File: src/rtl/cache_victim_writeback_pkg.sv
// Shared definitions for the victim writeback block: default geometry,
// derived beat/offset widths and the eviction FSM state encoding.
package cache_victim_writeback_pkg;

  localparam int unsigned NUMWAYS_DEF = 4;
  localparam int unsigned SETLEN_DEF  = 7;
  localparam int unsigned TAGLEN_DEF  = 20;
  localparam int unsigned LINELEN_DEF = 256;
  localparam int unsigned BEATLEN_DEF = 64;

  localparam int unsigned OFFSETLEN  = $clog2(LINELEN_DEF / 8);
  localparam int unsigned BEATS      = LINELEN_DEF / BEATLEN_DEF;
  localparam int unsigned BEATIDXLEN = $clog2(BEATS);

  typedef enum logic [2:0] {
    IDLE     = 3'd0,
    READ     = 3'd1,
    CAPTURE  = 3'd2,
    WB       = 3'd3,
    DONE     = 3'd4,
    DONE_ERR = 3'd5
  } evict_state_e;

endpackage

File: src/rtl/cache_victim_writeback_if.sv
// Request, data-array read, writeback bus and invalidate signals of the
// victim writeback block. slave = the block, master = controller/arrays/bus.
interface cache_victim_writeback_if
  import cache_victim_writeback_pkg::*;
#(
  parameter int unsigned NUMWAYS = NUMWAYS_DEF,
  parameter int unsigned SETLEN  = SETLEN_DEF,
  parameter int unsigned TAGLEN  = TAGLEN_DEF,
  parameter int unsigned LINELEN = LINELEN_DEF,
  parameter int unsigned BEATLEN = BEATLEN_DEF
);
  localparam int unsigned ADRLEN = TAGLEN + SETLEN + $clog2(LINELEN / 8);

  logic                      EvictReq;
  logic                      EvictReady;
  logic [SETLEN-1:0]         Set;
  logic [NUMWAYS-1:0]        VictimWay;
  logic [NUMWAYS-1:0]        DirtyWay;
  logic [NUMWAYS*TAGLEN-1:0] TagWay;
  logic                      SramRdEn;
  logic [SETLEN-1:0]         SramSet;
  logic [NUMWAYS-1:0]        SramWay;
  logic [LINELEN-1:0]        SramRdData;
  logic                      BusValid;
  logic                      BusReady;
  logic [ADRLEN-1:0]         BusAdr;
  logic [BEATLEN-1:0]        BusData;
  logic                      BusLast;
  logic [NUMWAYS-1:0]        ClearValidWay;
  logic [NUMWAYS-1:0]        ClearDirtyWay;
  logic                      EvictDone;
  logic                      EvictErr;

  modport slave (
    input  EvictReq, Set, VictimWay, DirtyWay, TagWay, SramRdData, BusReady,
    output EvictReady, SramRdEn, SramSet, SramWay, BusValid, BusAdr, BusData,
           BusLast, ClearValidWay, ClearDirtyWay, EvictDone, EvictErr
  );

  modport master (
    output EvictReq, Set, VictimWay, DirtyWay, TagWay, SramRdData, BusReady,
    input  EvictReady, SramRdEn, SramSet, SramWay, BusValid, BusAdr, BusData,
           BusLast, ClearValidWay, ClearDirtyWay, EvictDone, EvictErr
  );

endinterface

File: src/rtl/cache_victim_writeback_onehot_check.sv
// One-hot validity check of a way vector plus its binary index (index is
// only meaningful when one_hot is set).
module cache_victim_writeback_onehot_check #(
  parameter int unsigned NUMWAYS = 4
) (
  input  logic [NUMWAYS-1:0]         way,
  output logic                       one_hot,
  output logic [$clog2(NUMWAYS)-1:0] idx
);
  localparam int unsigned IDXLEN = $clog2(NUMWAYS);
  localparam int unsigned CNTLEN = $clog2(NUMWAYS + 1);

  logic [CNTLEN-1:0] cnt;

  always_comb begin
    cnt = '0;
    idx = '0;
    for (int i = 0; i < int'(NUMWAYS); i++) begin
      if (way[i]) begin
        cnt = cnt + CNTLEN'(1);
        idx = idx | IDXLEN'(i);
      end
    end
    one_hot = (cnt == CNTLEN'(1));
  end

endmodule

File: src/rtl/cache_victim_writeback.sv
// Evicts the victim way chosen by the replacement policy: clean lines are
// just invalidated, dirty lines are read out and written back beat by beat.
module cache_victim_writeback
  import cache_victim_writeback_pkg::*;
#(
  parameter int unsigned NUMWAYS = NUMWAYS_DEF,
  parameter int unsigned SETLEN  = SETLEN_DEF,
  parameter int unsigned TAGLEN  = TAGLEN_DEF,
  parameter int unsigned LINELEN = LINELEN_DEF,
  parameter int unsigned BEATLEN = BEATLEN_DEF
) (
  input  logic                     clk,
  input  logic                     reset_n,
  cache_victim_writeback_if.slave  cif
);
  localparam int unsigned IDXLEN  = $clog2(NUMWAYS);
  localparam int unsigned N_BEATS = LINELEN / BEATLEN;
  localparam int unsigned BEAT_W  = $clog2(N_BEATS);
  localparam int unsigned BYTE_W  = $clog2(BEATLEN / 8);
  localparam int unsigned ADRLEN  = TAGLEN + SETLEN + BEAT_W + BYTE_W;

  evict_state_e         state_q, state_d;
  logic [BEAT_W-1:0]    beat_q, beat_d;
  logic [SETLEN-1:0]    set_q, set_d;
  logic [NUMWAYS-1:0]   way_q, way_d;
  logic [TAGLEN-1:0]    tag_q, tag_d;
  logic [LINELEN-1:0]   line_q, line_d;

  logic                 ready_q, ready_d;
  logic                 rd_en_q, rd_en_d;
  logic [SETLEN-1:0]    sram_set_q, sram_set_d;
  logic [NUMWAYS-1:0]   sram_way_q, sram_way_d;
  logic                 valid_q, valid_d;
  logic [ADRLEN-1:0]    adr_q, adr_d;
  logic [BEATLEN-1:0]   data_q, data_d;
  logic                 last_q, last_d;
  logic [NUMWAYS-1:0]   clr_q, clr_d;
  logic                 done_q, done_d;
  logic                 err_q, err_d;

  logic                 victim_one_hot;
  logic [IDXLEN-1:0]    victim_idx;
  logic [TAGLEN-1:0]    tag_sel;

  cache_victim_writeback_onehot_check #(.NUMWAYS(NUMWAYS)) u_onehot (
    .way     (cif.VictimWay),
    .one_hot (victim_one_hot),
    .idx     (victim_idx)
  );

  assign tag_sel = cif.TagWay[32'(victim_idx) * TAGLEN +: TAGLEN];

  // Next state; outputs are computed from the next state so they leave flops.
  always_comb begin
    state_d = state_q;
    beat_d  = beat_q;
    set_d   = set_q;
    way_d   = way_q;
    tag_d   = tag_q;
    line_d  = line_q;

    case (state_q)
      IDLE: begin
        if (cif.EvictReq && ready_q) begin
          set_d = cif.Set;
          way_d = cif.VictimWay;
          tag_d = tag_sel;
          if (!victim_one_hot)                        state_d = DONE_ERR;
          else if ((cif.DirtyWay & cif.VictimWay) != '0) state_d = READ;
          else                                        state_d = DONE;
        end
      end
      READ:    state_d = CAPTURE;
      CAPTURE: begin
        line_d  = cif.SramRdData;
        beat_d  = '0;
        state_d = WB;
      end
      WB: begin
        if (valid_q && cif.BusReady) begin
          beat_d = beat_q + BEAT_W'(1);
          if (beat_q == BEAT_W'(N_BEATS - 1)) state_d = DONE;
        end
      end
      DONE, DONE_ERR: state_d = IDLE;
      default:        state_d = IDLE;
    endcase

    ready_d    = (state_d == IDLE);
    rd_en_d    = (state_d == READ);
    sram_set_d = rd_en_d ? set_d : '0;
    sram_way_d = rd_en_d ? way_d : '0;
    valid_d    = (state_d == WB);
    adr_d      = valid_d ? {tag_d, set_d, beat_d, {BYTE_W{1'b0}}} : '0;
    data_d     = valid_d ? line_d[32'(beat_d) * BEATLEN +: BEATLEN] : '0;
    last_d     = valid_d && (beat_d == BEAT_W'(N_BEATS - 1));
    clr_d      = (state_d == DONE) ? way_d : '0;
    done_d     = (state_d == DONE) || (state_d == DONE_ERR);
    err_d      = (state_d == DONE_ERR);
  end

  always_ff @(posedge clk or negedge reset_n) begin
    if (!reset_n) begin
      state_q    <= IDLE;
      beat_q     <= '0;
      set_q      <= '0;
      way_q      <= '0;
      tag_q      <= '0;
      ready_q    <= 1'b1;
      rd_en_q    <= 1'b0;
      sram_set_q <= '0;
      sram_way_q <= '0;
      valid_q    <= 1'b0;
      adr_q      <= '0;
      data_q     <= '0;
      last_q     <= 1'b0;
      clr_q      <= '0;
      done_q     <= 1'b0;
      err_q      <= 1'b0;
    end else begin
      state_q    <= state_d;
      beat_q     <= beat_d;
      set_q      <= set_d;
      way_q      <= way_d;
      tag_q      <= tag_d;
      ready_q    <= ready_d;
      rd_en_q    <= rd_en_d;
      sram_set_q <= sram_set_d;
      sram_way_q <= sram_way_d;
      valid_q    <= valid_d;
      adr_q      <= adr_d;
      data_q     <= data_d;
      last_q     <= last_d;
      clr_q      <= clr_d;
      done_q     <= done_d;
      err_q      <= err_d;
    end
  end

  // Line buffer contents are don't-care until loaded, so no reset.
  always_ff @(posedge clk) begin
    line_q <= line_d;
  end

  assign cif.EvictReady    = ready_q;
  assign cif.SramRdEn      = rd_en_q;
  assign cif.SramSet       = sram_set_q;
  assign cif.SramWay       = sram_way_q;
  assign cif.BusValid      = valid_q;
  assign cif.BusAdr        = adr_q;
  assign cif.BusData       = data_q;
  assign cif.BusLast       = last_q;
  assign cif.ClearValidWay = clr_q;
  assign cif.ClearDirtyWay = clr_q;
  assign cif.EvictDone     = done_q;
  assign cif.EvictErr      = err_q;

endmodule

File: src/flat_wrapper.sv
// flat-port wrapper written by rule: the top's interface ports become plain ports
module cache_victim_writeback_flat import cache_victim_writeback_pkg::*;
#(
  parameter int unsigned NUMWAYS = NUMWAYS_DEF,
  parameter int unsigned SETLEN  = SETLEN_DEF,
  parameter int unsigned TAGLEN  = TAGLEN_DEF,
  parameter int unsigned LINELEN = LINELEN_DEF,
  parameter int unsigned BEATLEN = BEATLEN_DEF
)
  (clk, reset_n, cif_EvictReq, cif_Set, cif_VictimWay, cif_DirtyWay, cif_TagWay, cif_SramRdData, cif_BusReady, cif_EvictReady, cif_SramRdEn, cif_SramSet, cif_SramWay, cif_BusValid, cif_BusAdr, cif_BusData, cif_BusLast, cif_ClearValidWay, cif_ClearDirtyWay, cif_EvictDone, cif_EvictErr);
  cache_victim_writeback_if #(.NUMWAYS(NUMWAYS), .SETLEN(SETLEN), .TAGLEN(TAGLEN), .LINELEN(LINELEN), .BEATLEN(BEATLEN)) cif_i ();
  input  logic clk;
  input  logic reset_n;
  input wire logic [$bits(cif_i.EvictReq)-1:0] cif_EvictReq;
  input wire logic [$bits(cif_i.Set)-1:0] cif_Set;
  input wire logic [$bits(cif_i.VictimWay)-1:0] cif_VictimWay;
  input wire logic [$bits(cif_i.DirtyWay)-1:0] cif_DirtyWay;
  input wire logic [$bits(cif_i.TagWay)-1:0] cif_TagWay;
  input wire logic [$bits(cif_i.SramRdData)-1:0] cif_SramRdData;
  input wire logic [$bits(cif_i.BusReady)-1:0] cif_BusReady;
  output wire logic [$bits(cif_i.EvictReady)-1:0] cif_EvictReady;
  output wire logic [$bits(cif_i.SramRdEn)-1:0] cif_SramRdEn;
  output wire logic [$bits(cif_i.SramSet)-1:0] cif_SramSet;
  output wire logic [$bits(cif_i.SramWay)-1:0] cif_SramWay;
  output wire logic [$bits(cif_i.BusValid)-1:0] cif_BusValid;
  output wire logic [$bits(cif_i.BusAdr)-1:0] cif_BusAdr;
  output wire logic [$bits(cif_i.BusData)-1:0] cif_BusData;
  output wire logic [$bits(cif_i.BusLast)-1:0] cif_BusLast;
  output wire logic [$bits(cif_i.ClearValidWay)-1:0] cif_ClearValidWay;
  output wire logic [$bits(cif_i.ClearDirtyWay)-1:0] cif_ClearDirtyWay;
  output wire logic [$bits(cif_i.EvictDone)-1:0] cif_EvictDone;
  output wire logic [$bits(cif_i.EvictErr)-1:0] cif_EvictErr;
  assign cif_i.EvictReq = cif_EvictReq;
  assign cif_i.Set = cif_Set;
  assign cif_i.VictimWay = cif_VictimWay;
  assign cif_i.DirtyWay = cif_DirtyWay;
  assign cif_i.TagWay = cif_TagWay;
  assign cif_i.SramRdData = cif_SramRdData;
  assign cif_i.BusReady = cif_BusReady;
  assign cif_EvictReady = cif_i.EvictReady;
  assign cif_SramRdEn = cif_i.SramRdEn;
  assign cif_SramSet = cif_i.SramSet;
  assign cif_SramWay = cif_i.SramWay;
  assign cif_BusValid = cif_i.BusValid;
  assign cif_BusAdr = cif_i.BusAdr;
  assign cif_BusData = cif_i.BusData;
  assign cif_BusLast = cif_i.BusLast;
  assign cif_ClearValidWay = cif_i.ClearValidWay;
  assign cif_ClearDirtyWay = cif_i.ClearDirtyWay;
  assign cif_EvictDone = cif_i.EvictDone;
  assign cif_EvictErr = cif_i.EvictErr;
  cache_victim_writeback #(.NUMWAYS(NUMWAYS), .SETLEN(SETLEN), .TAGLEN(TAGLEN), .LINELEN(LINELEN), .BEATLEN(BEATLEN)) u_core (.clk(clk), .reset_n(reset_n), .cif(cif_i));
endmodule
File: config.mk
export PLATFORM = sky130hd
export DESIGN_NAME = cache_victim_writeback_flat
export DESIGN_NICKNAME = d
export VERILOG_FILES = /design/src/rtl/cache_victim_writeback_pkg.sv /design/src/rtl/cache_victim_writeback_if.sv /design/src/rtl/cache_victim_writeback_onehot_check.sv /design/src/rtl/cache_victim_writeback.sv /design/src/flat_wrapper.sv
export SDC_FILE = /design/constraint.sdc
export NUM_CORES = 1
export LEC_CHECK = 0
export CAP_MARGIN = 5
export CORE_AREA = 2 2 184 186
export CTS_CLUSTER_DIAMETER = 80
export DETAILED_ROUTE_END_ITERATION = 8
export DIE_AREA = 0 0 186 188
export GPL_ROUTABILITY_DRIVEN = 0
export PLACE_DENSITY_LB_ADDON = 0.2
export SLEW_MARGIN = 10
export SYNTH_ARGS = -nofsm -noshare
export SYNTH_HDL_FRONTEND = slang
export SYNTH_HIERARCHICAL = 1
export SYNTH_SLANG_ARGS = --single-unit
File: constraint.sdc
create_clock -name clk -period 4.6 [get_ports clk]
set_clock_uncertainty 0.05 [all_clocks]
set_input_delay 0.46 -clock clk [delete_from_list [all_inputs] [get_ports clk]]
set_output_delay 0.46 -clock clk [all_outputs]
set_load 0.005 [all_outputs]
==> insert_results.sql, run 1 <==
INSERT INTO impl_metrics (metric_group, metric, value, unit) VALUES
('floorplanning', 'floorplan.die.width', '186', 'um'),
('sta', 'whs', '0.389', 'ns'),
('synthesis', 'number_of_synthesis_warnings', '6', ''),
('job', 'max-cap-violations', '0', ''),
('clock_tree', 'htree_levels', '2', ''),
('placed_design', 'place_inst', '2247', ''),
('worst_setup_path', 'crit_arrival', '3.67', 'ns'),
('power_and_ir_drop', 'vdd_ir_drop_max', '0.504', 'mV'),
('clock_tree', 'worst_setup_hold_path_clk_slew', '0.06', 'ns'),
('worst_setup_path', 'worstSetupPathType', 'in2reg', ''),
('grt', 'grt_pass1_wl', '64300', 'um'),
('synthesis', 'synth_area', '15400', 'um2'),
('synthesis', 'syn_inst', '1405', ''),
('drt', 'route.detailed.vias_per_inst', '4.97', ''),
('grt', 'grt_pass1_vias', '11900', ''),
('drt', 'detailedRoute.firstPassIterationCount', '7', ''),
('synthesis', 'synth_seq_cells', '406', ''),
('synthesis', 'yosys.area_share.xor_xnor', '0.113', '%'),
('power_and_ir_drop', 'pwr_density_cell', '676', 'nW/um2'),
('grt', 'grt_use_total', '23.9', '%'),
('floorplanning', 'core_area', '33100', 'um2'),
('grt', 'grt_antenna_before_repair', '10', ''),
('power_and_ir_drop', 'power.leakage', '9.77', 'nW'),
('drt', 'vias', '11600', ''),
('synthesis', 'synth-edff-count', '0', ''),
('clock_tree', 'cts.sinks', '406', ''),
('layout', 'fin_nets', '2204', ''),
('worst_setup_path', 'worstPathMaxFanout', '12', ''),
('floorplanning', 'die_y', '188', 'um'),
('synthesis', 'netlist-cell-type-count', '44', ''),
('floorplanning', 'placement_rows', '67', ''),
('layout', 'count_of_non_filler_cells_in_the_finished_layout', '2334', ''),
('worst_setup_path', 'worstPathRequired', '4.98', 'ns'),
('sta', 'report.final.hold_viol_count', '0', ''),
('worst_setup_path', 'critPathCaptureType', 'flip-flop', ''),
('clock_tree', 'clock_tree.root_cell', 'clkbuf_16', ''),
('drt', 'drc', '0', ''),
('outcome', 'outcome', 'finished clean', ''),
('synthesis', 'synthArstFlopShare', '36.9', '%'),
('clock_tree', 'ctsLongestPathBuffers', '3', ''),
('synthesis', 'synthSimpleGateAreaFrac', '13.5', '%'),
('sta', 'slew_headroom', '37.4', '%'),
('clock_tree', 'cts_tree', 'yes', ''),
('drt', 'detailedRoute.firstIterationViolations', '472', ''),
('sta', 'unrepaired_setup_endpoints_after_global_routing', 'false', ''),
('synthesis', 'area_fraction_in_compound_gates_after_synthesis', '3.46', '%'),
('grt', 'grt.overflow.total', '0', ''),
('placed_design', 'port_buffers', '472', ''),
('synthesis', 'synth_area_per_cell', '11.0', 'um2'),
('worst_hold_path', 'hp-class', 'reg2reg', ''),
('floorplanning', 'initial_utilization', '46.6', '%'),
('synthesis', 'synth_sequential_area_ratio', '57.5', '%'),
('floorplanning', 'pin_count', '476', ''),
('clock_tree', 'number_of_buffers_created_by_cts', '43', ''),
('sta', 'worst_pin_slew', '0.939', 'ns'),
('synthesis', 'post_synth_fa_ha_maj_area_fraction', '0.324', '%'),
('sta', 'finalSetupTns', '0', 'ns'),
('sta', 'finalCritPeriodShare', '71.4', '%'),
('clock_tree', 'cts_setup_buffers', '0', ''),
('drt', 'avgRoutedWirePerCell', '18.5', 'um'),
('sta', 'min_period', '3.28', 'ns'),
('layout', 'fraction_of_layout_cells_with_a_size_suffix_above_1', '10.6', '%'),
('synthesis', 'yosys_most_used_dff', 'dfxtp_1', ''),
('layout', 'flow.area_growth_from_synthesis', '41.7', '%'),
('placed_design', 'place_hpwl', '30200', 'um'),
('grt', 'grt_start_max_net_pins', '148', ''),
('worst_setup_path', 'crit_path_start_kind', 'primary input', ''),
('sta', 'fmax', '305', 'MHz'),
('drt', 'remaining_number_of_nets_flagged_by_the_antenna_check_after_routing', '0', ''),
('sta', 'setup_viol', '0', ''),
('synthesis', 'synth.mux.area_fraction', '21.3', '%'),
('sta', 'timing_max_transition_violations_final', '0', ''),
('clock_tree', 'clock_insertion_delay_worst_skew', '0.52', 'ns'),
('synthesis', 'synth_top_family_by_area', 'multiplexers', ''),
('drt', 'drt-total-wl', '43100', 'um'),
('floorplanning', 'die_area', '35000', 'um2');
==> power by group <==
group	total (W)	switching, W	internal, W	leakage, nW
logic	0.00563	0.00291	0.00272	4.92
clock network	0.00349	0.00136	0.00213	0.720
registers	0.00567	0.000563	0.00510	4.13
total	0.0148	0.00483	0.00995	9.77
==> layout make-up <==
type	instances	area, um2
inverter	20	75.1
fill	2585	11300
antenna	7	17.5
multi-input combinational	891	6010
tap	448	561
clock buffer	70	1360
timing repair buffer	483	4860
clock inverter	9	97.6
sequential	406	8880
==> logic make-up after synthesis <==
logic type,Yosys count
XOR/XNOR,2
adder cells (fa/ha/maj),4
multiplexers,287
other,1
AO/OA/AOI/OAI,77
flip-flops,406
AND/OR/NAND/NOR,518
buffers and inverters,110
==> state kept, by name (all words and copies together) (netlist names) <==
name,cells
u_core/beat_q,2
u_core/cif.BusAdr,29
u_core/cif.BusData,64
u_core/cif.BusLast,1
u_core/cif.BusValid,1
u_core/cif.ClearDirtyWay,4
u_core/cif.EvictDone,1
u_core/cif.EvictErr,1
u_core/cif.EvictReady,1
u_core/cif.SramRdEn,1
u_core/cif.SramSet,7
u_core/cif.SramWay,4
u_core/line_q,256
u_core/set_q,7
u_core/state_q,3
u_core/tag_q,20
u_core/way_q,4
==> synth_stat cells, types with 2 or more instances <==
library cell	instances	area (um2)
nand2_1	449	1690
dfxtp_1	256	5120
dfrtp_1	149	3730
mux2i_1	140	1400
mux2_2	81	912
o22ai_1	55	344
mux2_1	46	518
buf_2	35	175
nor2_1	28	105
buf_4	27	203
clkbuf_1	25	93.8
and2_1	21	131
mux4_2	20	450
inv_1	15	56.3
o221ai_1	10	87.6
inv_2	5	18.8
ha_1	4	50.1
nand3_1	4	20.0
buf_6	3	33.8
a21boi_0	2	15.0
a22oi_1	2	15.0
nand2b_1	2	12.5
nor3_1	2	10.0
o21ai_2	2	17.5
or2_2	2	12.5
xnor2_1	2	17.5
==> worst max-delay path, cell delays in order <==
cell and delay [ns]:
clkdlybuf4s50_1 0.56, inv_1 0.07, ha_1 0.30, xnor2_1 0.31, inv_1 0.08, ha_1 0.26
nand3b_1 0.17, o32ai_2 0.13, a21boi_0 0.31, o22ai_1 0.18, or4_4 0.65, nor2_1 0.17
==> per-stage QoR <==
stage          setup slack (ns)  total power [W]  util, %  cell area, um2
6_report                   1.32           0.0148     66.0           21900
5_1_grt                    1.14           0.0157     66.0           21900
4_1_cts                    1.40           0.0149     66.0           21800
3_5_place_dp              0.911           0.0114     61.5           20400
3_3_place_gp               1.05           0.0112     61.5           20400
2_1_floorplan              1.72          0.00937        -           15400
==> layout by cell type (no fill, tap or decap), drive strengths merged, types with 4 or more instances in the layout <==
master	netlist	layout
buf	65	11
dfrtp	149	149
and2	21	21
inv	20	20
nand3	5	5
nand2	449	449
clkbuf	25	70
o22ai	55	55
o221ai	10	10
clkdlybuf4s50	0	471
dfxtp	256	256
mux4	20	20
mux2	127	127
diode	0	7
mux2i	140	140
clkinv	0	6
nor2	29	29
ha	4	4
==> what timing repair did <==
item / CTS / global route
endpoints found under the hold margin: 53 / 0
hold buffers: 1 / 0
gates resized for setup: 0 / 0
==> routing by layer <==
layer,track usage [%],vias up,wire length [um]
li1,-,5574,-
met1,25.7,5546,15900
met2,42.2,395,21500
met3,8.66,88,4060
met4,9.51,4,1590
met5,0,-,32
==> final timing paths <==
| path | startpoint | endpoint | slack, ns | cells past startpoint |
|---|---|---|---|---|
| max in group asynchronous | reset_n | u_core/state_q[0] | 2.91 | 3 |
| worst max-delay path | cif_VictimWay[1] | u_core/cif.SramSet[0] | 1.32 | 12 |
| worst min-delay path | u_core/line_q[212] | u_core/line_q[212] | 0.39 | 2 |
| min in group asynchronous | reset_n | u_core/cif.BusData[59] | 0.45 | 2 |
| worst min register to register | u_core/line_q[212] | u_core/line_q[212] | 0.39 | 2 |
| worst max register to register | u_core/state_q[1] | u_core/cif.BusData[0] | 1.82 | 6 |
Power figures use the tool's default switching activity.
==> run 2: changes to the inputs <==
--- a/config.mk
+++ b/config.mk
@@ -6,10 +6,10 @@
 export NUM_CORES = 1
 export LEC_CHECK = 0
 export CAP_MARGIN = 5
-export CORE_AREA = 2 2 184 186
+export CORE_AREA = 2 2 185 187
 export CTS_CLUSTER_DIAMETER = 80
 export DETAILED_ROUTE_END_ITERATION = 8
-export DIE_AREA = 0 0 186 188
+export DIE_AREA = 0 0 187 189
 export GPL_ROUTABILITY_DRIVEN = 0
 export PLACE_DENSITY_LB_ADDON = 0.2
 export SLEW_MARGIN = 10
==> constraint.sdc (replaced) <==
create_clock -name clk -period 3.3 [get_ports clk]
set_clock_uncertainty 0.05 [all_clocks]
set_input_delay 0.33 -clock clk [delete_from_list [all_inputs] [get_ports clk]]
set_output_delay 0.33 -clock clk [all_outputs]
set_load 0.005 [all_outputs]
==> run 2 against run 1 <==
Cell count increased by 0.47%. Global-route usage grew 0.30 points. Count of clock-buffer cells in the layout rose by 1. Total power up 40%. Cell area is 0.47% higher. Combinational power rose by 41%. Critical path type unchanged. Routed wire length is essentially flat. Flip-flop and latch count is the same. First-iteration DRC count is 2.8% lower. Largest power group is now combinational cells. Die area is 1.1% higher.
==> insert_results.sql, run 2 (synthesized netlist as in run 1, its figures left out) <==
INSERT INTO impl_metrics (metric_group, metric, value, unit) VALUES
('outcome', 'outcome', 'finished clean', ''),
('clock_tree', 'ctsLongestPathBuffers', '3', ''),
('layout', 'max_flop_register', 'u_core/line_q', ''),
('layout', 'final_common_cell', 'clkdlybuf4s50_1', ''),
('worst_setup_path', 'worstPathRequired', '3.69', 'ns'),
('clock_tree', 'cts_setup_buffers', '0', ''),
('sta', 'worst_pin_slew', '1.08', 'ns'),
('floorplanning', 'placement_rows', '67', ''),
('grt', 'grt_pass1_vias', '12200', ''),
('worst_setup_path', 'crit_arrival', '3.31', 'ns'),
('layout', 'most-common-layout-cells', 'clkdlybuf4s50_1, nand2_1, dfxtp_1', ''),
('drt', 'drc', '0', ''),
('layout', 'postLayoutCellArea', '22000', 'um2'),
('clock_tree', 'cts.sinks', '406', ''),
('floorplanning', 'pin_count', '476', ''),
('layout', 'flow.area_growth_from_synthesis', '42.3', '%'),
('worst_setup_path', 'cp-endpoint', 'u_core/cif.SramSet[5]', ''),
('worst_setup_path', 'regToRegEndpoint', 'u_core/cif.BusData[58]', ''),
('worst_setup_path', 'critPathCaptureType', 'flip-flop', ''),
('clock_tree', 'clock_insertion_delay_worst_skew', '0.53', 'ns'),
('drt', 'detailedRoute.firstIterationViolations', '459', ''),
('grt', 'grt_antenna_before_repair', '10', ''),
('job', 'max-cap-violations', '0', ''),
('worst_setup_path', 'reg2reg_from', 'u_core/state_q[1]', ''),
('floorplanning', 'floorplan.die.width', '187', 'um'),
('drt', 'remaining_number_of_nets_flagged_by_the_antenna_check_after_routing', '0', ''),
('worst_setup_path', 'crit_path_start_kind', 'primary input', ''),
('worst_setup_path', 'cpMaxStageDelayCell', 'or4_4', ''),
('placed_design', 'port_buffers', '472', ''),
('floorplanning', 'initial_utilization', '46.4', '%'),
('worst_setup_path', 'worstPathMaxFanout', '12', ''),
('sta', 'slew_headroom', '27.6', '%'),
('sta', 'finalCritPeriodShare', '88.4', '%'),
('power_and_ir_drop', 'vdd_ir_drop_max', '0.662', 'mV'),
('worst_setup_path', 'timing.critical_path.from', 'cif_VictimWay[0]', ''),
('clock_tree', 'worst_setup_hold_path_clk_slew', '0.06', 'ns'),
('drt', 'route.detailed.vias_per_inst', '4.98', ''),
('sta', 'setup_viol', '0', ''),
('clock_tree', 'clock_tree.root_cell', 'clkbuf_16', ''),
('clock_tree', 'cts_tree', 'yes', ''),
('drt', 'vias', '11700', ''),
('clock_tree', 'htree_levels', '2', ''),
('layout', 'fraction_of_layout_cells_with_a_size_suffix_above_1', '11.0', '%'),
('grt', 'grt_use_total', '24.2', '%'),
('sta', 'whs', '0.277', 'ns'),
('sta', 'report.final.hold_viol_count', '0', ''),
('placed_design', 'place_area', '20500', 'um2'),
('sta', 'timing_max_transition_violations_final', '0', ''),
('layout', 'max_ffs_per_register', '256', ''),
('worst_setup_path', 'worst-r2r-setup-slack', '0.67', 'ns'),
('sta', 'min_period', '2.92', 'ns'),
('power_and_ir_drop', 'pwr_density_cell', '940', 'nW/um2'),
('layout', 'fin_nets', '2214', ''),
('drt', 'detailedRoute.firstPassIterationCount', '4', ''),
('grt', 'grt_start_max_net_pins', '108', ''),
('sta', 'fmax', '343', 'MHz'),
('floorplanning', 'die_y', '189', 'um'),
('worst_hold_path', 'hp-class', 'in2reg', ''),
('clock_tree', 'number_of_buffers_created_by_cts', '42', ''),
('drt', 'avgRoutedWirePerCell', '18.4', 'um'),
('worst_setup_path', 'timing.reg2reg.worst_path_depth', '6', ''),
('worst_setup_path', 'critical_path.max_stage_delay', '0.65', 'ns'),
('power_and_ir_drop', 'power.leakage', '9.82', 'nW'),
('worst_setup_path', 'timing.critical_path.cells', 'clkdlybuf4s50_1 > inv_1 > ha_1 > xnor2_1 > inv_1 > ha_1 > nand3b_1 > o32ai_2 > a21boi_0 > o22ai_1 > or4_4 > nor2_1', ''),
('floorplanning', 'die_area', '35300', 'um2'),
('grt', 'grt.overflow.total', '0', ''),
('drt', 'drt-total-wl', '43100', 'um'),
('floorplanning', 'core_area', '33300', 'um2'),
('sta', 'unrepaired_setup_endpoints_after_global_routing', 'false', ''),
('placed_design', 'place_hpwl', '31000', 'um'),
('worst_setup_path', 'worstSetupPathType', 'in2reg', ''),
('grt', 'grt_pass1_wl', '66900', 'um');
## run 2: changes by cell type in the layout (fill, tap and decap cells not counted), sizes merged
cell	change
buf	+11
clkinv	-1
clkinvlp	-1
clkbuf	+1
diode	+1
## run 2: what timing repair did
action / 4_1_cts / 5_1_grt
resized for setup: 0 / 0
endpoints found under the hold margin: 50 / 0
hold buffers: 1 / 0
## run 2: worst min-delay path by stage
stage / from / end / depth (start not counted)
floorplan: reset_n / u_core/beat_q[0] / 0
global placement: reset_n / u_core/cif.BusData[63] / 1
detailed placement: reset_n / u_core/cif.BusData[63] / 1
CTS: cif_SramRdData[151] / u_core/line_q[151] / 3
global route: cif_SramRdData[154] / u_core/line_q[154] / 3
finish: cif_SramRdData[151] / u_core/line_q[151] / 3
## run 2: final cells by class
cell class,instances,area [um2]
clock buffers,71,1340
fillers,2630,11300
repair buffers,494,4990
well taps,448,561
diodes,8,20.0
inverters,20,75.1
flip-flops and latches,406,8880
clock inverters,7,85.1
multi-input cells,891,6010
## run 2: through the flow
stage / TNS [ns] / instances / total power [W] / worst slack (ns) / utilization, %
6_report: 0 / 2345 / 0.0206 / 0.383 / 66.0
5_1_grt: 0 / 2345 / 0.0220 / 0.245 / 66.0
4_1_cts: 0 / 2337 / 0.0209 / 0.478 / 65.9
2_1_floorplan: 0 / 1407 / 0.0131 / 0.555 / -
3_3_place_gp: 0 / 2258 / 0.0157 / 0.0159 / 61.6
3_5_place_dp: -0.346 / 2258 / 0.0160 / -0.0618 / 61.6
## run 2: layer usage
layer	vias to the layer above	GRT usage [%]	share of wire, %
li1	5588	-	-
met1	5611	27.3	38
met2	399	43.2	51
met3	78	7.38	8.1
met4	4	8.79	2.8
met5	-	0	0.063
## run 2: power breakdown
group	leakage (nW)	total [W]	switching [W]	internal, W
Clock	0.705	0.00480	0.00188	0.00292
Sequential	4.13	0.00788	0.000772	0.00711
Combinational	4.99	0.00796	0.00407	0.00389
## run 2: worst max-delay path, delay by kind of cell
kind	cells	cell delay, ns
simple gates	3	0.97
xor+xnor	1	0.20
fa+ha+maj	2	0.57
compound gates	3	0.64
buf+inv	3	0.60
==> run 3: changes to the inputs <==
--- a/config.mk
+++ b/config.mk
@@ -10,7 +10,7 @@
 export CTS_CLUSTER_DIAMETER = 80
 export DETAILED_ROUTE_END_ITERATION = 8
 export DIE_AREA = 0 0 187 189
-export GPL_ROUTABILITY_DRIVEN = 0
+export GPL_ROUTABILITY_DRIVEN = 1
 export PLACE_DENSITY_LB_ADDON = 0.2
 export SLEW_MARGIN = 10
 export SYNTH_ARGS = -nofsm -noshare
==> results of run 3 <==
Same layout as run 2: the final DEF is identical, and so are final timing and power.
